==> config.mk <==
export PLATFORM = sky130hd
export DESIGN_NAME = frame_serializer
export DESIGN_NICKNAME = d
export VERILOG_FILES = /design/src/rtl/comm_pkg.sv /design/src/rtl/frame_bit_timer.sv /design/src/rtl/frame_serializer.sv
export SDC_FILE = /design/constraint.sdc
export NUM_CORES = 1
export LEC_CHECK = 0
export CELL_PAD_IN_SITES_DETAIL_PLACEMENT = 0
export CELL_PAD_IN_SITES_GLOBAL_PLACEMENT = 1
export CORE_MARGIN = 4
export CORE_UTILIZATION = 48
export CTS_BUF_LIST = sky130_fd_sc_hd__clkbuf_8
export CTS_CLUSTER_DIAMETER = 150
export DETAILED_ROUTE_END_ITERATION = 8
export PLACE_DENSITY = 0.95
export SKIP_LAST_GASP = 1
export SLEW_MARGIN = 20
export SYNTH_ARGS = -nofsm -noshare
export SYNTH_HDL_FRONTEND = slang
export SYNTH_SLANG_ARGS = --single-unit
==> constraint.sdc <==
create_clock -name sysclk -period 4.1 [get_ports sysclk]
set_input_delay 0.82 -clock sysclk [delete_from_list [all_inputs] [get_ports sysclk]]
set_output_delay 0.82 -clock sysclk [all_outputs]
set_load 0.1 [all_outputs]
==> src/rtl/comm_pkg.sv <==
// Shared definitions for the transmit path: serializer state encoding,
// the default sync preamble (also used by the downstream sync detector)
// and the default frame length in sysclk cycles.
package comm_pkg;

  // Serializer states
  typedef enum logic [1:0] {
    IDLE   = 2'd0,
    SYNC   = 2'd1,
    DATA   = 2'd2,
    PARITY = 2'd3
  } state_e;

  // Default frame geometry
  localparam int DATA_W_DEFAULT     = 8;
  localparam int SYNC_W_DEFAULT     = 4;
  localparam int BIT_CYCLES_DEFAULT = 1;

  // Sync preamble, sent MSB first; the receiver hunts for this pattern
  localparam logic [SYNC_W_DEFAULT-1:0] SYNC_PAT_DEFAULT = 4'b1010;

  // Frame length in sysclk cycles: sync + data + parity, each bit held BIT_CYCLES
  localparam int FRAME_LEN =
    (SYNC_W_DEFAULT + DATA_W_DEFAULT + 1) * BIT_CYCLES_DEFAULT;

  // Frame length for arbitrary geometry
  function automatic int frame_len(input int sync_w, input int data_w, input int bit_cycles);
    return (sync_w + data_w + 1) * bit_cycles;
  endfunction

endpackage

==> src/rtl/frame_bit_timer.sv <==
// Bit-period timer for the frame serializer. While run is high it counts
// 0..BIT_CYCLES-1 and wraps, pulsing bit_tick in the last cycle of each
// bit period. When run is low the count is held at zero, so the first bit
// of a new frame always gets a full period.
module frame_bit_timer #(
  parameter int BIT_CYCLES = 1
) (
  input  logic sysclk,
  input  logic reset,
  input  logic run,
  output logic bit_tick
);

  // A single-cycle bit period still needs a one-bit counter
  localparam int CNT_W = (BIT_CYCLES > 1) ? $clog2(BIT_CYCLES) : 1;
  localparam logic [CNT_W-1:0] CNT_LAST = CNT_W'(BIT_CYCLES - 1);

  logic [CNT_W-1:0] cnt;

  assign bit_tick = run && (cnt == CNT_LAST);

  // Period counter: cleared when idle, wraps at the end of every bit
  always_ff @(posedge sysclk or posedge reset) begin
    if (reset) begin
      cnt <= '0;
    end else if (!run || bit_tick) begin
      cnt <= '0;
    end else begin
      cnt <= cnt + 1'b1;
    end
  end

endmodule

==> src/rtl/frame_serializer.sv <==
// Frame serializer: on a trans_enable strobe, captures data_in and sends
// sync preamble, payload and parity MSB-first on tx_bit. The first sync bit
// is on the line from the accepting edge, each bit lasts BIT_CYCLES cycles,
// and frame_done pulses once the line has returned to idle. All outputs are
// registered. Strobes that arrive while a frame is in flight are dropped
// and latch the sticky overrun flag.
module frame_serializer
  import comm_pkg::*;
#(
  parameter int                DATA_W     = DATA_W_DEFAULT,
  parameter int                SYNC_W     = SYNC_W_DEFAULT,
  parameter logic [SYNC_W-1:0] SYNC_PAT   = SYNC_PAT_DEFAULT,
  parameter int                BIT_CYCLES = BIT_CYCLES_DEFAULT,
  parameter bit                PARITY_ODD = 1'b0
) (
  input  logic              sysclk,
  input  logic              reset,
  input  logic              trans_enable,
  input  logic [DATA_W-1:0] data_in,
  output logic              tx_bit,
  output logic              tx_active,
  output logic              frame_done,
  output logic              overrun
);

  // Bit index wide enough for the longer field, never wraps mid-field
  localparam int IDX_W = $clog2((SYNC_W > DATA_W) ? SYNC_W : DATA_W) + 1;
  localparam logic [IDX_W-1:0] SYNC_LAST = IDX_W'(SYNC_W - 1);
  localparam logic [IDX_W-1:0] DATA_LAST = IDX_W'(DATA_W - 1);

  state_e            state;
  logic [IDX_W-1:0]  bit_idx;
  logic [SYNC_W-1:0] sync_sr;
  logic [DATA_W-1:0] data_sr;
  logic              parity_bit;
  logic              busy;
  logic              bit_tick;

  assign busy = (state != IDLE);

  frame_bit_timer #(
    .BIT_CYCLES(BIT_CYCLES)
  ) u_bit_timer (
    .sysclk   (sysclk),
    .reset    (reset),
    .run      (busy),
    .bit_tick (bit_tick)
  );

  // Sticky overrun: any strobe seen while a frame is in flight
  always_ff @(posedge sysclk or posedge reset) begin
    if (reset) begin
      overrun <= 1'b0;
    end else if (trans_enable && busy) begin
      overrun <= 1'b1;
    end
  end

  // Frame sequencer: captures the word, walks sync/data/parity and drives the line
  always_ff @(posedge sysclk or posedge reset) begin
    if (reset) begin
      state      <= IDLE;
      bit_idx    <= '0;
      sync_sr    <= '0;
      data_sr    <= '0;
      parity_bit <= 1'b0;
      tx_bit     <= 1'b1;
      tx_active  <= 1'b0;
      frame_done <= 1'b0;
    end else begin
      frame_done <= 1'b0;
      case (state)
        IDLE: begin
          if (trans_enable) begin
            state      <= SYNC;
            bit_idx    <= '0;
            sync_sr    <= SYNC_PAT << 1;
            data_sr    <= data_in;
            parity_bit <= (^data_in) ^ PARITY_ODD;
            tx_bit     <= SYNC_PAT[SYNC_W-1];
            tx_active  <= 1'b1;
          end
        end
        SYNC: begin
          if (bit_tick) begin
            if (bit_idx == SYNC_LAST) begin
              state   <= DATA;
              bit_idx <= '0;
              tx_bit  <= data_sr[DATA_W-1];
              data_sr <= data_sr << 1;
            end else begin
              bit_idx <= bit_idx + 1'b1;
              tx_bit  <= sync_sr[SYNC_W-1];
              sync_sr <= sync_sr << 1;
            end
          end
        end
        DATA: begin
          if (bit_tick) begin
            if (bit_idx == DATA_LAST) begin
              state   <= PARITY;
              bit_idx <= '0;
              tx_bit  <= parity_bit;
            end else begin
              bit_idx <= bit_idx + 1'b1;
              tx_bit  <= data_sr[DATA_W-1];
              data_sr <= data_sr << 1;
            end
          end
        end
        PARITY: begin
          if (bit_tick) begin
            state      <= IDLE;
            tx_bit     <= 1'b1;
            tx_active  <= 1'b0;
            frame_done <= 1'b1;
          end
        end
        default: begin
          state <= IDLE;
        end
      endcase
    end
  end

endmodule

==> results of run 1 <==
-- cells by family (layout without fill, tap and decap cells) --
| family | after synthesis | count (layout) | share of synthesized area |
|---|---|---|---|
| xor+xnor | 7 | 7 | 0.0488 |
| mux | 19 | 19 | 0.169 |
| buf+inv | 10 | 24 | 0.0319 |
| fa+ha+maj | 5 | 5 | 0.0498 |
| flops | 22 | 22 | 0.439 |
| compound gates | 25 | 25 | 0.137 |
| other cells | 1 | 1 | 0.00299 |
| simple gates | 28 | 28 | 0.121 |
-- worst paths after layout --
check | end | start | slack, ns
min in group asynchronous | data_sr[5] | reset | 1.01
min | overrun | overrun | 0.48
max | tx_bit | tx_bit | 1.35
min reg2reg | overrun | overrun | 0.48
max in group asynchronous | sync_sr[2] | reset | 2.56
max reg2reg | data_sr[2] | state[0] | 2.00
-- power breakdown --
part / switching (mW) / total, mW / internal, mW
clock: 0.0735 / 0.204 / 0.130
sequential: 0.0490 / 0.355 / 0.306
combinational: 0.380 / 0.712 / 0.332
total: 0.502 / 1.27 / 0.769
-- flip-flops by register name (all words and copies together), names as in the netlist --
register	count
data_sr	8
bit_idx	4
state	2
sync_sr	2
frame_done	1
overrun	1
parity_bit	1
tx_active	1
tx_bit	1
u_bit_timer.cnt	1
-- metal layers --
layer  wire, um  share of wire
met1        958           0.40
met2       1290           0.54
met3        127          0.053
met4         23         0.0096
met5          0              0
-- placed cells by master (no fill, tap or decap), types with 3 or more instances in the layout --
cell type / count
o21ai_0: 6
nand3_1: 3
a21oi_1: 7
dfrtp_1: 21
a21o_1: 3
mux2_2: 18
clkdlybuf4s50_1: 14
xnor2_1: 7
clkbuf_8: 3
nand2_1: 5
nor2_1: 7
ha_1: 5
inv_1: 6
nor2b_1: 3
-- area by class of cell --
type,instances,area share
clock buffers,3,0.0278
repair buffers,14,0.0942
inverters,6,0.0151
flip-flops and latches,22,0.371
well taps,30,0.0252
multi-input cells,85,0.447
clock inverters,1,0.0202
-- per-stage QoR --
stage	instance area, um2	hold slack [ns]	setup WS [ns]	std cells	total power, mW
final	1490	0.476	1.35	161	1.27
after CTS	1490	0.488	1.33	161	1.28
after global routing	1490	0.497	1.31	161	1.35
after detailed placement	1420	0.468	1.44	157	1.08
after global placement	1420	0.444	1.49	157	1.04
after floorplan	1260	0.449	2.21	117	0.932
==> key figures, run 1 <==
Placed design
  • GPL Wtd Cong: between 0.8 and 0.9
  • Detailed Place HPWL: between 1500 and 2000 um
  • IO buf count: 14

Drt
  • Wirelength per Cell: 14.9 um
  • DRT Wirelength: 2400 um
  • Post-route DRC: 0
  • Vias post-DR: 905
  • DR vias/cell: ~5.6
  • TritonRoute pass-1 iters: 4
  • Initial DRC Count: 37
  • Post-DRT Antenna Nets: 0

Layout
  • Footprint of the multi-input gates: 664 um2
  • Post-layout util: 0.601
  • Nets@finish: ~150
  • Diode count: 0
  • Fill count: 211
  • FF+latch area: approximately 550 um2
  • Layout area overhead: 18.4%
  • Share of cells above drive strength 1: 0.191

Timing
  • Part of the cycle the worst path needs: 0.671
  • Pins Over Slew Limit: 0
  • Skew final: 0.00484 ns
  • Slew at the pin closest to its max-slew limit: about 0.97 ns
  • Final setup viols: 0
  • Unrepaired setup endpoints after global routing: no
  • Minimum clock period: 2.75 ns
  • Max Clk Rate: about 360 MHz
  • Endpoints failing hold: 0
  • Setup total negative slack: 0 ns
  • Relative max-transition margin: 0.350

Logic synthesis
  • Post-synth EDFFs: 0
  • Area leader, netlist: dfrtp_1
  • Syn Area/Cell: roughly 11 um2
  • Total number of yosys warnings: 0
  • Synth top area cells: dfrtp_1, mux2_2, ha_1
  • Number of synthesized register bits: 22
  • Most frequent cell after synthesis: dfrtp_1
  • Syn_nets: 133
  • Synth cell types: 34
  • Synth top cells by count: dfrtp_1, mux2_2, a21oi_1, nor2_1, xnor2_1
  • Seq/Total Area, Yosys: 0.439
  • Area of the mapped netlist: 0.00126 mm2
  • Primary FF master, synth: dfrtp_1
  • Mapped Cells: roughly 120
  • Async SR Flop Fraction: 1.00
  • Share of the synthesized area in the top cell type: 0.418

Floorplan
  • Row count: 18
  • Chip Width: 59.2 um
  • Num ports: 15
  • Initial core utilization: 0.507
  • Die Ht: 59.2 um
  • Die footprint: 0.00350 mm2
  • Area of the core: 0.00248 mm2

Power
  • Lkg Pwr: 0.644 nW
  • VDD IR-drop max: between 0.4 and 0.5 mV
  • PD cells: 854 mW/mm2

GRT
  • GR peak layer: met2
  • M3 GR Usage: 0.0305
  • Vias in the first global route: between 900 and 1000
  • GR Overflow Total: 0
  • Met2 GRT Util: 0.281
  • First-pass GRT wire length: 4140 um
  • Initial antenna violation count: 0
  • Largest net degree at the start of global routing: 23
  • Global Route Usage Sum: 0.154
  • Met1 usage: 0.173

Setup path
  • Worst Path Arrival: 1.93 ns
  • Setup CP Type: reg -> out
  • Crit-path max cell delay: 1.13 ns
  • Worst path top cell family by delay: buffers and inverters
  • Cell depth of the worst setup path: 1
  • Critical Path RT: roughly 3.3 ns
  • Startpoint types: flip-flop
  • Critical Path End Type: primary output
  • Crit Path Max Fanout: 2
  • FF-to-FF path depth: 6
  • Worst-path cell chain: clkdlybuf4s50_1
  • Critical-path top delay cell: clkdlybuf4s50_1
  • CP bufs+invs: 1

Run status
  • Status: finished clean

Clock tree
  • Htree depth: 1
  • Clock transition at the registers of the reported paths: roughly 0.080 ns
  • Max clock buf depth: 2
  • Post-CTS Repair Setup Buffers: 0
  • Clock sinks: 22
  • CTS Hold Bufs: 0
  • Quantity of gates resized following cts: 0
  • TritonCTS clock tree: yes
  • Clk Latency, worst-skew pair: 0.27 ns
  • Root Driver: clkbuf_8
  • Num CTS Buffers: 3

Min path
  • Worst Hold Class: reg -> reg
  • Hold path cells: 1

Run
  • Number of max-cap violations: 0
(Power assumes the default switching activity.)
==> run 2: changes to the inputs <==
CORE_UTILIZATION = 41   (was 48)
PLACE_DENSITY = 0.9   (was 0.95)
clock period = 2.4 ns   (was 4.1 ns; I/O delays follow)
==> run 2 against run 1 <==
- worst hold slack worse by 0.019 ns
- first-iteration DRC count down 46%
- setup slack worse by 1.1 ns
- non-clock buffer count up 2
- clock power up 14%
- largest cell class unchanged
==> key figures, run 2 (same netlist as run 1, synthesis figures left out) <==
Timing
  • Setup total negative slack: 0 ns (unchanged)
  • Unrepaired setup endpoints after global routing: no (unchanged)
  • Relative max-transition margin: 0.624 (was 0.350)
  • WHS: 0.457 ns (was 0.476 ns)
  • Max Clk Rate: 475 MHz
  • Endpoints failing hold: 0 (unchanged)
  • Minimum clock period: between 2 and 2.5 ns
  • Slew at the pin closest to its max-slew limit: 0.564 ns (was 0.972 ns)
  • Pins Over Slew Limit: 0 (unchanged)
  • Skew final: 0.00336 ns (was 0.00484 ns)
  • Part of the cycle the worst path needs: 0.877
  • Final setup viols: 0 (unchanged)

Placed design
  • Detailed Place HPWL: 1690 um (was 1880 um)
  • GPL Wtd Cong: 0.833 (was 0.850)
  • IO buf count: 14 (unchanged)

Setup path
  • Critical-path top delay cell: a211oi_4 (was clkdlybuf4s50_1)
  • Crit Path Max Fanout: 8 (was 2)
  • Critical Path RT: 2.55 ns (was 3.28 ns)
  • Critical Path End Type: flip-flop (was primary output)
  • Startpoint types: flip-flop (unchanged)
  • Crit-path max cell delay: 0.50 ns (was 1.13 ns)
  • Worst-path cell chain: ha_1, or3b_1, a211oi_4, mux2_2 (was clkdlybuf4s50_1)
  • Setup CP Type: reg -> reg (was reg -> out)
  • Worst Path Arrival: 2.26 ns (was 1.93 ns)

Floorplan
  • Row count: 19 (was 18)
  • Initial core utilization: 0.440 (was 0.507)
  • Area of the core: 0.00285 mm2 (was 0.00248 mm2)
  • Num ports: 15 (unchanged)
  • Die Ht: 63.4 um (was 59.2 um)
  • Chip Width: 63.4 um (was 59.2 um)
  • Die footprint: 0.00401 mm2 (was 0.00350 mm2)

Layout
  • Commonest non-fill, non-tap cell in the layout: dfrtp_1 (unchanged)
  • Diode count: 0 (unchanged)
  • Biggest regs: data_sr (8), bit_idx (4) (unchanged)
  • Flip-flop count of the largest register after layout: 8 (unchanged)
  • Share of cells above drive strength 1: 0.226 (was 0.191)
  • Layout area overhead: 16.8% (was 18.4%)
  • Fill count: 259 (was 211)
  • Most frequent cells in the layout: dfrtp_1, mux2_2, clkdlybuf4s50_1 (unchanged)
  • Nets@finish: 150 (was 148)
  • Largest Register: data_sr (unchanged)

GRT
  • GR Overflow Total: 0 (unchanged)
  • Global Route Usage Sum: 0.128 (was 0.154)
  • Largest net degree at the start of global routing: 23 (unchanged)
  • First-pass GRT wire length: 4040 um (was 4140 um)
  • Initial antenna violation count: 0 (unchanged)
  • Vias in the first global route: 948 (was 949)

Drt
  • Post-DRT Antenna Nets: 0 (unchanged)
  • DRT Wirelength: 2230 um (was 2400 um)
  • Vias post-DR: 888 (was 905)
  • Initial DRC Count: 20 (was 37)
  • Wirelength per Cell: 13.6 um (was 14.9 um)
  • TritonRoute pass-1 iters: 4 (unchanged)
  • DR vias/cell: 5.41 (was 5.62)
  • Post-route DRC: 0 (unchanged)

Power
  • Overall power: 2.03 mW (was 1.27 mW)
  • PD cells: 1390 mW/mm2 (was 854 mW/mm2)
  • Lkg Pwr: 0.649 nW (was 0.644 nW)
  • VDD IR-drop max: 0.774 mV (was 0.472 mV)

Clock tree
  • Clk Latency, worst-skew pair: 0.27 ns (about the same)
  • Post-CTS Repair Setup Buffers: 0 (unchanged)
  • TritonCTS clock tree: yes (unchanged)
  • Num CTS Buffers: 3 (unchanged)
  • Htree depth: 1 (unchanged)
  • Root Driver: clkbuf_8 (unchanged)
  • Quantity of gates resized following cts: 0 (unchanged)
  • CTS Hold Bufs: 0 (unchanged)
  • Clock sinks: 22 (unchanged)
  • Clock transition at the registers of the reported paths: 0.08 ns (about the same)
  • Max clock buf depth: 2 (unchanged)

Run
  • Number of max-cap violations: 0 (unchanged)

Run status
  • Status: finished clean (unchanged)

Min path
  • Worst Hold Class: reg -> reg (unchanged)
[run 2: cell count changes in the layout (fill, tap and decap cells not counted), sizes merged]
cell / change
clkdlybuf4s50: -4
buf: +6
inv: +1
bufinv: -1
[run 2: stage by stage]
stage / utilization / cells / cell area [um2] / worst slack (ns)
after floorplan: - / 117 / 1260 / 0.507
after global placement: 0.499 / 160 / 1420 / 0.227
after detailed placement: 0.499 / 160 / 1420 / 0.185
after CTS: 0.514 / 164 / 1470 / 0.299
after global routing: 0.514 / 164 / 1470 / 0.134
final: 0.514 / 164 / 1470 / 0.296
[run 2: per-layer routing]
metal	GRT usage	wire, um
met1	0.155	1020
met2	0.206	1060
met3	0.0426	95
met4	0.0566	46
met5	0	0
[run 2: worst max-delay path, delay by kind of cell (launching register included)]
kind | cells | cell delay [ns]
flops | 1 | 0.38
compound gates | 1 | 0.50
fa+ha+maj | 1 | 0.23
simple gates | 1 | 0.49
mux | 1 | 0.39
[run 2: final cells by class]
cell class	count	area, um2	share of cell area
repair buffers	16	145	0.0989
well taps	31	38.8	0.0264
multi-input cells	85	664	0.453
flip-flops and latches	22	552	0.376
clock inverters	1	3.75	0.00256
inverters	6	22.5	0.0153
clock buffers	3	41.3	0.0281
[run 2: report_power, final]
group | switching [mW] | internal, mW
combinational | 0.637 | 0.563
clock | 0.118 | 0.114
sequential | 0.0782 | 0.523
[run 2: path summary, 6_finish.rpt]
path | depth (start not counted) | slack (ns) | startpoint | end
hold / removal | 1 | 0.46 | overrun | overrun
setup reg to reg | 4 | 0.30 | bit_idx[0] | data_sr[6]
setup / recovery | 4 | 0.30 | bit_idx[0] | data_sr[6]
min in group asynchronous | 3 | 0.55 | reset | u_bit_timer.cnt
max in group asynchronous | 3 | 1.58 | reset | tx_bit
hold reg to reg | 1 | 0.46 | overrun | overrun
